===== config.mk =====
export PLATFORM = sky130hd
export DESIGN_NAME = request_stim_seq
export DESIGN_NICKNAME = d
export VERILOG_FILES = /design/src/rtl/elevator_stim_pkg.sv /design/src/rtl/stim_lfsr.sv /design/src/rtl/request_stim_seq.sv
export SDC_FILE = /design/constraint.sdc
export NUM_CORES = 1
export LEC_CHECK = 0
export ABC_AREA = 1
export ABC_CLOCK_PERIOD_IN_PS = 4300
export CAP_MARGIN = 10
export CORE_MARGIN = 2
export CORE_UTILIZATION = 65
export CTS_CLUSTER_DIAMETER = 40
export DETAILED_ROUTE_END_ITERATION = 10
export PLACE_DENSITY = 0.94
export SKIP_CTS_REPAIR_TIMING = 1
export SYNTH_ARGS = -nofsm -noshare
export SYNTH_HDL_FRONTEND = slang
export SYNTH_SLANG_ARGS = --single-unit

===== constraint.sdc =====
create_clock -name clk -period 4.3 [get_ports clk]
set_input_delay 0.43 -clock clk [delete_from_list [all_inputs] [get_ports clk]]
set_output_delay 0.43 -clock clk [all_outputs]
set_load 0.02 [all_outputs]

===== src/rtl/elevator_stim_pkg.sv =====
`default_nettype none
// ============================================================================
// Module      : elevator_stim_pkg
// Description : Shared types and constants for the hall-call stimulus
//               sequencer: direction encodings, FSM state enum, a default
//               table entry layout, the LFSR seed and an entry legality
//               helper.
// Options     : REQ_STIM_RAND_MODE_EN (consumer of LFSR_SEED)
// Revision    : 1.0 - initial release
// ============================================================================
package elevator_stim_pkg;

    localparam logic        DIR_UP    = 1'b1;
    localparam logic        DIR_DOWN  = 1'b0;
    localparam logic [15:0] LFSR_SEED = 16'hACE1;

    typedef enum logic [1:0] {
        IDLE  = 2'd0,
        WAIT  = 2'd1,
        ISSUE = 2'd2,
        DONE  = 2'd3
    } stim_state_t;

    // Entry layout for the default configuration (8 floors, 8-bit delay).
    // The sequencer declares the same layout at its own parameter widths.
    localparam int unsigned STIM_FLOOR_W = 3;
    localparam int unsigned STIM_DELAY_W = 8;

    typedef struct packed {
        logic [STIM_FLOOR_W-1:0] floor;
        logic                    dir;
        logic [STIM_DELAY_W-1:0] delay;
    } stim_entry_t;

    // A request is illegal if the floor does not exist, or if it asks to go
    // down from the bottom floor or up from the top floor.
    function automatic logic stim_entry_legal(input int unsigned floor,
                                              input logic        dir,
                                              input int unsigned num_floors);
        if (floor >= num_floors)                        return 1'b0;
        if ((floor == 0) && (dir == DIR_DOWN))          return 1'b0;
        if ((floor == num_floors - 1) && (dir == DIR_UP)) return 1'b0;
        return 1'b1;
    endfunction

endpackage
`default_nettype wire


===== src/rtl/stim_lfsr.sv =====
`default_nettype none
// ============================================================================
// Module      : stim_lfsr
// Description : 16-bit Fibonacci LFSR (taps 16,14,13,11) with step enable.
//               Exposes both the current state and the value it would take
//               on the next step.
// Options     : module exists only when REQ_STIM_RAND_MODE_EN is defined
// Ports       : clk, reset (async, active-low), step_i, state_o, next_o
// Revision    : 1.0 - initial release
// ============================================================================
`ifdef REQ_STIM_RAND_MODE_EN
module stim_lfsr #(
    parameter logic [15:0] SEED = 16'hACE1
) (
    input  logic        clk,
    input  logic        reset,
    input  logic        step_i,
    output logic [15:0] state_o,
    output logic [15:0] next_o
);

    logic [15:0] lfsr_q;

    assign next_o  = {lfsr_q[14:0], lfsr_q[15] ^ lfsr_q[13] ^ lfsr_q[12] ^ lfsr_q[10]};
    assign state_o = lfsr_q;

    always_ff @(posedge clk or negedge reset) begin
        if (!reset) begin
            lfsr_q <= SEED;
        end else if (step_i) begin
            lfsr_q <= next_o;
        end
    end

endmodule
`endif
`default_nettype wire


===== src/rtl/request_stim_seq.sv =====
`default_nettype none
// ============================================================================
// Module      : request_stim_seq
// Description : Programmable hall-call stimulus sequencer. Replays a table of
//               {floor, dir, delay} entries into the elevator controller's
//               request interface with a ready handshake, optional looping
//               and skipping of illegal entries (flagged on err).
// Options     : REQ_STIM_RAND_MODE_EN - adds LFSR-generated random requests
//               selected by rand_mode at start.
// Ports       : clk, reset (async, active-low)
//               cfg_we/cfg_addr/cfg_floor/cfg_dir/cfg_delay : table write
//               cfg_len, cfg_traffic, loop_en, rand_mode    : sampled at start
//               start, stop                                 : control
//               request_ready                               : handshake in
//               request/request_floor/request_dir           : request out
//               traffic_state, busy, done, err, entry_idx   : status
// Revision    : 1.0 - initial release
// ============================================================================
module request_stim_seq
    import elevator_stim_pkg::*;
#(
    parameter int unsigned NUM_FLOORS = 8,
    parameter int unsigned FLOOR_W    = $clog2(NUM_FLOORS),
    parameter int unsigned DEPTH      = 16,
    parameter int unsigned IDX_W      = $clog2(DEPTH),
    parameter int unsigned DELAY_W    = 8
) (
    input  logic               clk,
    input  logic               reset,
    input  logic               cfg_we,
    input  logic [IDX_W-1:0]   cfg_addr,
    input  logic [FLOOR_W-1:0] cfg_floor,
    input  logic               cfg_dir,
    input  logic [DELAY_W-1:0] cfg_delay,
    input  logic [IDX_W:0]     cfg_len,
    input  logic [1:0]         cfg_traffic,
    input  logic               loop_en,
    input  logic               start,
    input  logic               stop,
    input  logic               rand_mode,
    input  logic               request_ready,
    output logic               request,
    output logic [FLOOR_W-1:0] request_floor,
    output logic               request_dir,
    output logic [1:0]         traffic_state,
    output logic               busy,
    output logic               done,
    output logic               err,
    output logic [IDX_W-1:0]   entry_idx
);

    typedef struct packed {
        logic [FLOOR_W-1:0] floor;
        logic               dir;
        logic [DELAY_W-1:0] delay;
    } entry_t;

    entry_t             table_q [DEPTH];
    stim_state_t        state_q, state_d;
    logic [IDX_W-1:0]   idx_q, idx_d;
    logic [DELAY_W-1:0] cnt_q, cnt_d;
    logic [IDX_W:0]     len_q, len_d;
    logic               loop_q, loop_d;
    logic [1:0]         traffic_q, traffic_d;
    logic               req_q, req_d;
    logic [FLOOR_W-1:0] floor_q, floor_d;
    logic               dir_q, dir_d;
    logic               busy_q, busy_d;
    logic               done_q, done_d;
    logic               err_q, err_d;

    logic               w_launch;
    logic               w_step;
    logic               w_adv;
    logic               w_more;
    logic [IDX_W-1:0]   w_adv_idx;
    entry_t             w_cur;
    logic               w_cur_legal;
    logic [DELAY_W-1:0] w_entry0_delay;
    logic [DELAY_W-1:0] w_start_delay;
    logic [DELAY_W-1:0] w_adv_delay;

    // Table storage is deliberately not reset. Writes are only accepted
    // while no sequence is running.
    always_ff @(posedge clk) begin
        if (cfg_we && !busy_q) begin
            table_q[cfg_addr] <= '{floor: cfg_floor, dir: cfg_dir, delay: cfg_delay};
        end
    end

    // A write to entry 0 in the start cycle must be seen by start, so bypass
    // the table for the first delay.
    assign w_entry0_delay = (cfg_we && (cfg_addr == '0)) ? cfg_delay : table_q[0].delay;

    assign w_more    = (({1'b0, idx_q} + (IDX_W+1)'(1)) < len_q);
    assign w_adv_idx = w_more ? (idx_q + IDX_W'(1)) : '0;

`ifdef REQ_STIM_RAND_MODE_EN
    logic        rand_q;
    logic [15:0] w_lfsr;
    logic [15:0] w_lfsr_nxt;

    // Random entries are always legal: the edge floors get their only
    // meaningful direction.
    function automatic entry_t lfsr_entry(input logic [15:0] s);
        entry_t e;
        e.floor = FLOOR_W'(s % 16'(NUM_FLOORS));
        e.delay = s[DELAY_W-1:0];
        if (e.floor == '0)                         e.dir = DIR_UP;
        else if (32'(e.floor) == NUM_FLOORS - 1)   e.dir = DIR_DOWN;
        else                                       e.dir = s[15];
        return e;
    endfunction

    stim_lfsr #(
        .SEED    (LFSR_SEED)
    ) u_lfsr (
        .clk     (clk),
        .reset   (reset),
        .step_i  (w_step && rand_q),
        .state_o (w_lfsr),
        .next_o  (w_lfsr_nxt)
    );

    always_ff @(posedge clk or negedge reset) begin
        if (!reset) begin
            rand_q <= 1'b0;
        end else if (w_launch) begin
            rand_q <= rand_mode;
        end
    end

    // The LFSR steps on acceptance, so the delay of the following entry
    // comes from the post-step value.
    assign w_cur         = rand_q ? lfsr_entry(w_lfsr) : table_q[idx_q];
    assign w_start_delay = rand_mode ? lfsr_entry(w_lfsr).delay : w_entry0_delay;
    assign w_adv_delay   = rand_q ? lfsr_entry(w_lfsr_nxt).delay : table_q[w_adv_idx].delay;
`else
    logic w_unused_rand;

    assign w_cur         = table_q[idx_q];
    assign w_start_delay = w_entry0_delay;
    assign w_adv_delay   = table_q[w_adv_idx].delay;
    assign w_unused_rand = rand_mode ^ w_step;
`endif

    assign w_cur_legal = stim_entry_legal(32'(w_cur.floor), w_cur.dir, NUM_FLOORS);

    always_comb begin
        state_d   = state_q;
        idx_d     = idx_q;
        cnt_d     = cnt_q;
        len_d     = len_q;
        loop_d    = loop_q;
        traffic_d = traffic_q;
        req_d     = req_q;
        floor_d   = floor_q;
        dir_d     = dir_q;
        done_d    = done_q;
        err_d     = err_q;
        w_launch  = 1'b0;
        w_step    = 1'b0;
        w_adv     = 1'b0;

        if (stop) begin
            state_d = IDLE;
            idx_d   = '0;
            cnt_d   = '0;
            req_d   = 1'b0;
            done_d  = 1'b0;
        end else begin
            case (state_q)
                IDLE, DONE: begin
                    if (start) begin
                        err_d = 1'b0;
                        if (cfg_len == '0) begin
                            state_d = DONE;
                            done_d  = 1'b1;
                        end else begin
                            w_launch  = 1'b1;
                            len_d     = cfg_len;
                            loop_d    = loop_en;
                            traffic_d = cfg_traffic;
                            idx_d     = '0;
                            cnt_d     = w_start_delay;
                            done_d    = 1'b0;
                            state_d   = WAIT;
                        end
                    end
                end
                WAIT: begin
                    if (cnt_q != '0) begin
                        cnt_d = cnt_q - DELAY_W'(1);
                    end else if (w_cur_legal) begin
                        state_d = ISSUE;
                        req_d   = 1'b1;
                        floor_d = w_cur.floor;
                        dir_d   = w_cur.dir;
                    end else begin
                        // Skip without ever raising request.
                        err_d = 1'b1;
                        w_adv = 1'b1;
                    end
                end
                ISSUE: begin
                    if (request_ready) begin
                        req_d  = 1'b0;
                        w_step = 1'b1;
                        w_adv  = 1'b1;
                    end
                end
                default: state_d = IDLE;
            endcase

            if (w_adv) begin
                if (w_more || loop_q) begin
                    idx_d   = w_adv_idx;
                    cnt_d   = w_adv_delay;
                    state_d = WAIT;
                end else begin
                    state_d = DONE;
                    done_d  = 1'b1;
                    req_d   = 1'b0;
                end
            end
        end

        busy_d = (state_d == WAIT) || (state_d == ISSUE);
    end

    always_ff @(posedge clk or negedge reset) begin
        if (!reset) begin
            state_q   <= IDLE;
            idx_q     <= '0;
            cnt_q     <= '0;
            len_q     <= '0;
            loop_q    <= 1'b0;
            traffic_q <= 2'b00;
            req_q     <= 1'b0;
            floor_q   <= '0;
            dir_q     <= 1'b0;
            busy_q    <= 1'b0;
            done_q    <= 1'b0;
            err_q     <= 1'b0;
        end else begin
            state_q   <= state_d;
            idx_q     <= idx_d;
            cnt_q     <= cnt_d;
            len_q     <= len_d;
            loop_q    <= loop_d;
            traffic_q <= traffic_d;
            req_q     <= req_d;
            floor_q   <= floor_d;
            dir_q     <= dir_d;
            busy_q    <= busy_d;
            done_q    <= done_d;
            err_q     <= err_d;
        end
    end

    assign request       = req_q;
    assign request_floor = floor_q;
    assign request_dir   = dir_q;
    assign traffic_state = traffic_q;
    assign busy          = busy_q;
    assign done          = done_q;
    assign err           = err_q;
    assign entry_idx     = idx_q;

endmodule
`default_nettype wire


Word-level counts from Yosys, hierarchy flattened
Memory sizes are Yosys's and may differ from the RTL's.
Cells that the tools add are included.
{ "classes": {"n_addsub": 3, "magnitude_cmp": 1, "n_eq_ne": 9, "mux": 54, "bitwise": 4, "n_reduce_logical": 17} }
{ "ops": {"columns": ["operator", "count"], "rows": [
  ["2-to-1 mux 8 bit", 7],
  ["2-to-1 mux 1 bit", 28],
  ["2-to-1 mux 4 bit", 7],
  ["one-hot mux 8 bit (2 select lines)", 1],
  ["2-to-1 mux 2 bit", 7],
  ["AND reduction 4 bit", 2],
  ["nonzero test 8 bit", 1],
  ["subtractor 8 x 1 -> 8 bit (second input constant)", 1],
  ["== test 2 bit (second input constant)", 3],
  ["!= test 2 bit (second input constant)", 3],
  ["one-hot mux 1 bit (2 select lines)", 3],
  ["adder 4 x 1 -> 5 bit (second input constant)", 1],
  ["logical NOT 5 bit", 1],
  ["< comparator 5 bit", 1],
  ["AND reduction 5 bit", 1],
  ["adder 4 x 1 -> 4 bit (second input constant)", 1],
  ["== test 2 x 1 -> 1 bit (second input constant)", 2],
  ["logical AND 1 bit", 4],
  ["logical NOT 4 bit", 1],
  ["NOT 1 bit", 4],
  ["one-hot mux 2 bit (2 select lines)", 1],
  ["== test 3 bit (second input constant)", 1],
  ["logical NOT 3 bit", 1],
  ["logical NOT 2 bit", 1],
  ["other kinds (4)", 5]
]} }
{ "totals": {"ff_bits": 30, "mem_bits_rw": 192, "inputBits": 31, "output_inout_bits": 14, "wordCells": 101, "mem_count": 1} }
{ "mem_list": {"columns": ["name", "depth", "word_bits", "rd", "rd_clocked_by_memory_dff", "wr", "line_no", "text"], "rows": [
  ["table_q", 16, 12, 3, 0, 1, "request_stim_seq.sv:58", "entry_t table_q [DEPTH];"]
]} }

Logic depth before layout (Yosys ltp)
Gate-level depths: netlist of run 1.
An unclocked memory read counts as a cell.
{ "logic_depth": {"ltp_word": 15, "mapped_depth": 21, "depth_no_buf": 20} }

Worst setup path before layout of run 1
Ideal clock, no wire load.
{ "synth_timing": {"path_type": "register to register", "startpoint": "register idx_q[1], in the netlist entry_idx[1]", "endpoint": "register cnt_q[7]", "arrival_ns": 2.535, "required_time_ns": 4.217, "path_slack_ns": 1.683, "stages_incl_launch_ff": 19, "synth_period_minus_slack_ns": 2.617, "cell_sequence": "dfrtp_1 > buf_4 > buf_2 > nand3_1 > xor2_1 > ha_1 > nand2_1 > o21a_1 > nand2_1 > inv_2 > nand2_1 > buf_4 > buf_2 > nand2_1 > a31oi_1 > nand2_1 > a21oi_1 > nand2_1 > o21ai_0"} }
{ "synth_between": {"elab_chain_len": 13, "elab_cells_between_ends": 24, "cone_classes": "add/sub (2); order compare (1); eq/ne (1); mux (14); bitwise (1); reduce/logical (4); memory (1)"} }
{ "synth_rtl": {"columns": ["item", "line_no", "text"], "rows": [
  ["start, declared", "request_stim_seq.sv:60", "logic [IDX_W-1:0] idx_q, idx_d;"],
  ["start signal, assigned", "request_stim_seq.sv:247", "idx_q <= idx_d;"],
  ["memory read (16 x 12 bit)", null, null],
  ["== test 3 bit", "elevator_stim_pkg.sv:42", "if ((floor == num_floors - 1) && (dir == DIR_UP)) return 1'b0;"],
  ["logical AND 1 bit", "elevator_stim_pkg.sv:42", null],
  ["2-to-1 mux 1 bit (2 in a row)", "elevator_stim_pkg.sv:42", null],
  ["2-to-1 mux 1 bit", "elevator_stim_pkg.sv:43", "return 1'b1;"],
  ["2-to-1 mux 1 bit", "elevator_stim_pkg.sv:42", null],
  ["2-to-1 mux 1 bit", "request_stim_seq.sv:194", "end else if (w_cur_legal) begin"],
  ["2-to-1 mux 1 bit", "request_stim_seq.sv:192", "if (cnt_q != '0) begin"],
  ["one-hot mux 1 bit (2 select lines)", "request_stim_seq.sv:172", "case (state_q)"],
  ["2-to-1 mux 1 bit", "request_stim_seq.sv:165", "if (stop) begin"],
  ["2-to-1 mux 8 bit *", "request_stim_seq.sv:215", "if (w_adv) begin"],
  ["2-to-1 mux 8 bit *", "request_stim_seq.sv:165", null],
  ["via cnt_d[7]", "request_stim_seq.sv:61", "logic [DELAY_W-1:0] cnt_q, cnt_d;"],
  ["end signal, assigned", "request_stim_seq.sv:248", "cnt_q <= cnt_d;"],
  ["end, declared", "request_stim_seq.sv:61", null]
]} }
The timed path passes the listed nets; every way through them passes the cells marked *. The select of a mux whose other input is x is not followed.
A chain may end at the register's enable or synchronous reset.

Worst setup path in the final report of run 1
{ "layout_timing": {"startpoint": "register idx_q[2], in the netlist entry_idx[2]", "endpoint": "register cnt_q[3]"} }
The elaborated chain is that of the path after synthesis.

==> metrics.yaml, run 1 <==
run_status:
  status: "finished, final reports clean"
grt:
  gr-max-usage-layer: "met2"
  grt_max_degree: 63
  grt_pass1_vias: 7293
  grt_use_met3: 0.07676
  antenna_found_initial: 0
  grt_usage: 0.3183
  grt-ovfl-total: 0
  grt_pass1_wl_um: 39180
  grtUsageMet1: 0.4242
  grt_util_met2: 0.5042
die:
  rows: 44
  io_pins: 45
  placeableCoreArea_um2: 14590
  start_util: 0.6683
  die_h_um: 126.5
  die-width_um: 126.5
  die-area_um2: 15990
detailed_routing:
  vias: 7681
  drt-total-wl_um: 25650
  dr.first_iter.drc_count: 1454
  drt_drc_violations_left: 0
  drt_pass1_iterations: 7
  wl_per_cell_um: 21.98
  viasPerCell: 6.582
  antenna_left: 0
sta:
  drv_slew: 0
  hold_viol_final: 0
  finalSetupTns_ns: 0
  setup_ws_ns: 0.9007
  timing.fmax_mhz: 294.2
  worst_slew_pin_slew_ns: 1.238
  setup_viol: 0
  slew_headroom: 0.1716
  hold_ws_ns: 0.3022
  grt_setup_unrepaired: "no"
  period_share: 0.7905
  fin_crit_ns: 3.399
  clock_skew_ns: 0.01782
synth:
  netlist.area_leader.share: 0.5914
  postSynth.asyncResetShare: 0.1351
  yosys_register_bits: 222
  synth-seq-area-share: 0.6684
  synthTopCellsByArea: "edfxtp_1 59%, nand2_1 11%, nand3_1 8.4%, dfrtp_1 7.7%, inv_1 2.4%"
  synth_nets: 956
  synth-edff-count: 192
  netlist_instances: 915
  avgSynthCellArea_um2: 10.66
  yosys_warnings: 0
  ys.flop_type: "edfxtp_1"
  syn_area_um2: 9749
  yosysTopAreaCell: "edfxtp_1"
  ys_types: 40
clock_network:
  cts_root_buf: "clkbuf_16"
  clockBufferDepth: 3
  cts.sinks: 222
  cts_tree: "done"
  cts_made_buffers: 24
  worstSkewPairLatency_ns: 0.52
  clkTransAtPathRegs_ns: 0.06
  ctsHtreeMaxLevel: 1
worst_setup_path:
  cp_data_required_time_ns: 4.69
  r2r-start: "entry_idx[2]"
  endpoint_kind: "flip-flop"
  endpoint: "cnt_q[3]"
  startpoint: "entry_idx[2]"
  cp_max_fo: 21
  reg2reg_depth: 14
  r2r_slack_ns: 0.90
  rr_endpoint: "cnt_q[3]"
  start_kind: "flip-flop"
  path_class: "flip-flop to flip-flop"
  crit_arrival_ns: 3.79
finish:
  synthToLayoutAreaGrowth_pct: 13.92
  final_util: 0.7613
  drive_gt1_frac: 0.07731
  antennaDiodeCount: 0
  final_cell_mix: "278 x nand2_1, 192 x edfxtp_1, 163 x nand3_1, 62 x inv_1, 43 x clkdlybuf4s50_1"
  layout_commonest_cell: "nand2_1"
  layout.nets: 1007
placement:
  place_ws_ns: 1.066
  place_hpwl_um: 14610
  numPortBuffers: 43
  place_congestion: 0.8835
hold_path:
  hold_path.class: "input pin to asynchronous set/reset pin"
pwr:
  power.leakage_nw: 4.397
  p_per_area_nw_per_um2: 510.9
  ir_drop_uv: 342.7
run:
  drv_cap: 0
-- cells by family (layout without fill, tap and decap cells) --
logic type      Yosys count  after routing  share of synthesized area
flops                   222            222                     0.6684
simple gates            494            494                     0.2148
fa+ha+maj                10             10                    0.01283
mux                      11             11                    0.01206
buf+inv                 108            176                    0.04838
compound gates           68             68                    0.04171
xor+xnor                  2              2                   0.001797
-- worst max-delay path, stage by stage, from the launching register on --
cell	delay [ns]
dfrtp_1	0.69
nand3_1	0.16
xor2_1	0.28
ha_1	0.29
nand2_1	0.08
o21a_1	0.12
nand2_1	0.06
inv_2	0.11
nand2_1	0.11
inv_1	0.60
nand3_1	0.27
nand3_1	0.17
nand3_1	0.10
nand3_1	0.16
nand2_1	0.06
-- routing by layer --
| metal | vias to the layer above | share of wire |
|---|---|---|
| met5 | - | 0 |
| met4 | 0 | 0.059 |
| met3 | 170 | 0.14 |
| met2 | 776 | 0.46 |
| met1 | 3491 | 0.34 |
| li1 | 3244 | - |
-- metrics by stage --
stage,power [mW],instance area [um2],instances
after floorplan,3.380,9749,915
after global placement,3.673,10320,1120
after detailed placement,3.727,10320,1120
after CTS,5.623,11060,1163
after global routing,5.858,11110,1167
final,5.675,11110,1167
-- synth_stat cells (2+ instances only) --
master / instances
a31oi_1: 2
nor2_1: 42
o21ai_0: 23
nand2_2: 2
nand2_1: 279
inv_2: 6
a21oi_1: 19
nand4_1: 2
nand3_1: 163
o211ai_1: 4
o21ai_1: 2
o31ai_1: 2
inv_1: 62
a22o_1: 2
dfrtp_1: 30
mux2i_1: 5
nand3_2: 2
buf_6: 4
o32ai_1: 2
clkbuf_1: 12
ha_1: 10
buf_4: 3
xor2_1: 2
edfxtp_1: 192
mux2_2: 6
o21a_1: 3
o22ai_1: 5
buf_2: 17
-- how the worst min path moves through the flow --
stage               startpoint            to  slack [ns]  depth (start not counted)
finish                   reset      len_q[2]        0.30                          2
global route             reset  entry_idx[3]        0.34                          2
CTS                      reset      len_q[2]        0.31                          2
detailed placement         err           err        0.47                          2
global placement           err           err        0.47                          2
floorplan                reset          busy        0.13                          0
-- registers in the layout, indices dropped and copies added, names as in the netlist --
name           cells
traffic_state      2
busy               1
request            1
request_dir        1
loop_q             1
len_q              5
request_floor      3
err                1
cnt_q              8
entry_idx          4
done               1
table_q          192
state_q            2
-- final cells by class --
type	instances	area, um2
Sequential cell	222	6516
Fill cell	741	3482
Clock buffer	28	636.9
Multi-Input combinational cell	585	2764
Tap cell	184	230.2
Timing Repair Buffer	62	588.1
Inverter	71	270.3
Clock inverter	15	101.3
-- power breakdown --
| group | leakage [nW] | switching, mW | internal, mW | total [mW] |
|---|---|---|---|---|
| clock network | 0.353 | 0.840 | 1.07 | 1.91 |
| logic | 1.93 | 0.788 | 0.395 | 1.18 |
| registers | 2.12 | 0.0977 | 2.48 | 2.58 |
(Power assumes the default switching activity.)
==> inputs of run 2 (changes only) <==
--- a/config.mk
+++ b/config.mk
@@ -6,13 +6,13 @@
 export NUM_CORES = 1
 export LEC_CHECK = 0
 export ABC_AREA = 1
-export ABC_CLOCK_PERIOD_IN_PS = 4300
+export ABC_CLOCK_PERIOD_IN_PS = 2900
 export CAP_MARGIN = 10
 export CORE_MARGIN = 2
-export CORE_UTILIZATION = 65
+export CORE_UTILIZATION = 54
 export CTS_CLUSTER_DIAMETER = 40
 export DETAILED_ROUTE_END_ITERATION = 10
-export PLACE_DENSITY = 0.94
+export PLACE_DENSITY = 0.84
 export SKIP_CTS_REPAIR_TIMING = 1
 export SYNTH_ARGS = -nofsm -noshare
 export SYNTH_HDL_FRONTEND = slang
==> constraint.sdc (replaced) <==
create_clock -name clk -period 2.9 [get_ports clk]
set_input_delay 0.29 -clock clk [delete_from_list [all_inputs] [get_ports clk]]
set_output_delay 0.29 -clock clk [all_outputs]
set_load 0.02 [all_outputs]
==> metrics.yaml, run 2 (synthesis results as in run 1) <==
run_status:
  status: "finished, final reports clean"
pwr:
  p_per_area_nw_per_um2: 765.5  # +50%
  power.leakage_nw: 4.629  # +5.3%
  p_total_mw: 8.865  # +56%
  ir_drop_uv: 527.8  # +54%
detailed_routing:
  drt_pass1_iterations: 6  # -1
  drt-total-wl_um: 23760  # -7.4%
  viasPerCell: 5.850  # -11%
  dr.first_iter.drc_count: 998  # -31%
  wl_per_cell_um: 19.12  # -13%
  vias: 7272  # -5.3%
  drt_drc_violations_left: 0  # unchanged
  antenna_left: 0  # unchanged
sta:
  hold_viol_final: 0  # unchanged
  setup_ws_ns: 0.1043  # -0.7963 ns
  worst_slew_pin_slew_ns: 0.6600  # -0.5781 ns
  grt_setup_unrepaired: "yes"
  drv_slew: 0  # unchanged
  fin_crit_ns: 2.796  # -0.6037 ns
  period_share: 0.9640  # +0.1735
  setup_viol: 0  # unchanged
  timing.fmax_mhz: 357.7  # +22%
  clock_skew_ns: 0.01637  # -0.001452 ns
  slew_headroom: 0.5586  # +0.3870
  hold_ws_ns: 0.1472  # -0.1550 ns
  finalSetupTns_ns: 0  # unchanged
worst_setup_path:
  startpoint: "entry_idx[0]"
  crit_arrival_ns: 3.24  # -0.55 ns
  cp_data_required_time_ns: 3.35  # -1.34 ns
  path_class: "flip-flop to flip-flop"
  endpoint_kind: "flip-flop"
  cp_max_fo: 27  # +29%
  r2r-start: "entry_idx[0]"
  start_kind: "flip-flop"
finish:
  register_area_um2: 6516  # unchanged
  final_cell_mix: "277 x nand2_1, 192 x edfxtp_1, 163 x nand3_1, 62 x inv_1, 43 x clkdlybuf4s50_1"
  layout.nets: 1035  # +2.8%
  n_fill_cell: 1222  # +65%
  final-instance-count-excl-fill: 1243  # +6.5%
  drive_gt1_frac: 0.1164  # +0.03906
  largest_register: "table_q"
  reg_top3: "table_q (192), cnt_q (8), len_q (5)"
  antennaDiodeCount: 0  # unchanged
  finalInstanceArea_um2: 11580  # +4.3%
  multi_input_area_um2: 2785  # +0.77%
  final_util: 0.6491  # -0.1122
  synthToLayoutAreaGrowth_pct: 18.79
  largest_register_ffs: 192  # unchanged
  layout_commonest_cell: "nand2_1"
clock_network:
  cts.sinks: 222  # unchanged
  clockBufferDepth: 3  # unchanged
  worstSkewPairLatency_ns: 0.53  # about the same
  ctsHtreeMaxLevel: 1  # unchanged
  clkTransAtPathRegs_ns: 0.06  # about the same
  cts_root_buf: "clkbuf_16"
  cts_made_buffers: 26  # +8.3%
  cts_tree: "done"
placement:
  place_area_um2: 10640  # +3.1%
  place_congestion: 0.8858  # +0.26%
  place_ws_ns: 0.1777  # -0.8880 ns
  place_hpwl_um: 14850  # +1.6%
  numPortBuffers: 43  # unchanged
  dpl.cell_count: 1195  # +6.7%
hold_path:
  hold_path.class: "input pin to asynchronous set/reset pin"
die:
  die-area_um2: 19140  # +20%
  placeableCoreArea_um2: 17840  # +22%
  rows: 49  # +11%
  die_h_um: 138.4  # +9.4%
  start_util: 0.5465  # -0.1218
  die-width_um: 138.4  # +9.4%
  io_pins: 45  # unchanged
grt:
  grt_max_degree: 40  # -37%
  grt_pass1_vias: 6919  # -5.1%
  grt_usage: 0.2425  # -0.07584
  antenna_found_initial: 0  # unchanged
  grt_pass1_wl_um: 36920  # -5.8%
  grt-ovfl-total: 0  # unchanged
run:
  drv_cap: 0  # unchanged
-- run 2: final cells by class --
cell class / instances / area share
flip-flops and latches: 222 / 0.5627
inverters: 71 / 0.02398
repair buffers: 88 / 0.07087
clock buffers: 28 / 0.05866
multi-input cells: 585 / 0.2405
clock inverters: 20 / 0.01858
well taps: 229 / 0.02474
-- run 2: metal layers --
metal,vias to the layer above,track usage,share of wire
met5,-,0,0
met3,68,0.04468,0.11
met1,3426,0.3180,0.38
met2,471,0.4067,0.48
li1,3307,-,-
met4,0,0.09291,0.033
-- run 2: path summary, 6_finish.rpt --
check                                   end  cells past startpoint  slack (ns)
max reg2reg                        cnt_q[7]                     17        0.10
min                        request_floor[0]                      2        0.15
max in group asynchronous               err                      2        2.46
max                                cnt_q[7]                     17        0.10
min in group clk                   len_q[1]                      3        0.37
min reg2reg                     request_dir                      2        0.49
-- run 2: critical path, cell delays in order (launching register included) --
cell     delay (ns)
dfrtp_1        0.42
ha_1           0.26
xor2_2         0.17
ha_1           0.31
a21oi_1        0.06
o21a_1         0.16
nand2_1        0.07
inv_2          0.07
nand2_2        0.17
buf_8          0.23
nand2_1        0.07
nand3_1        0.07
nand3_1        0.12
nand2_1        0.11
a21oi_1        0.05
a21oi_1        0.20
nand2_1        0.09
o21ai_0        0.08
-- run 2: power breakdown --
part           internal, mW  switching [mW]  total (mW)
clock network          1.93            1.38        3.31
registers              3.68           0.126        3.81
logic                 0.638            1.12        1.75
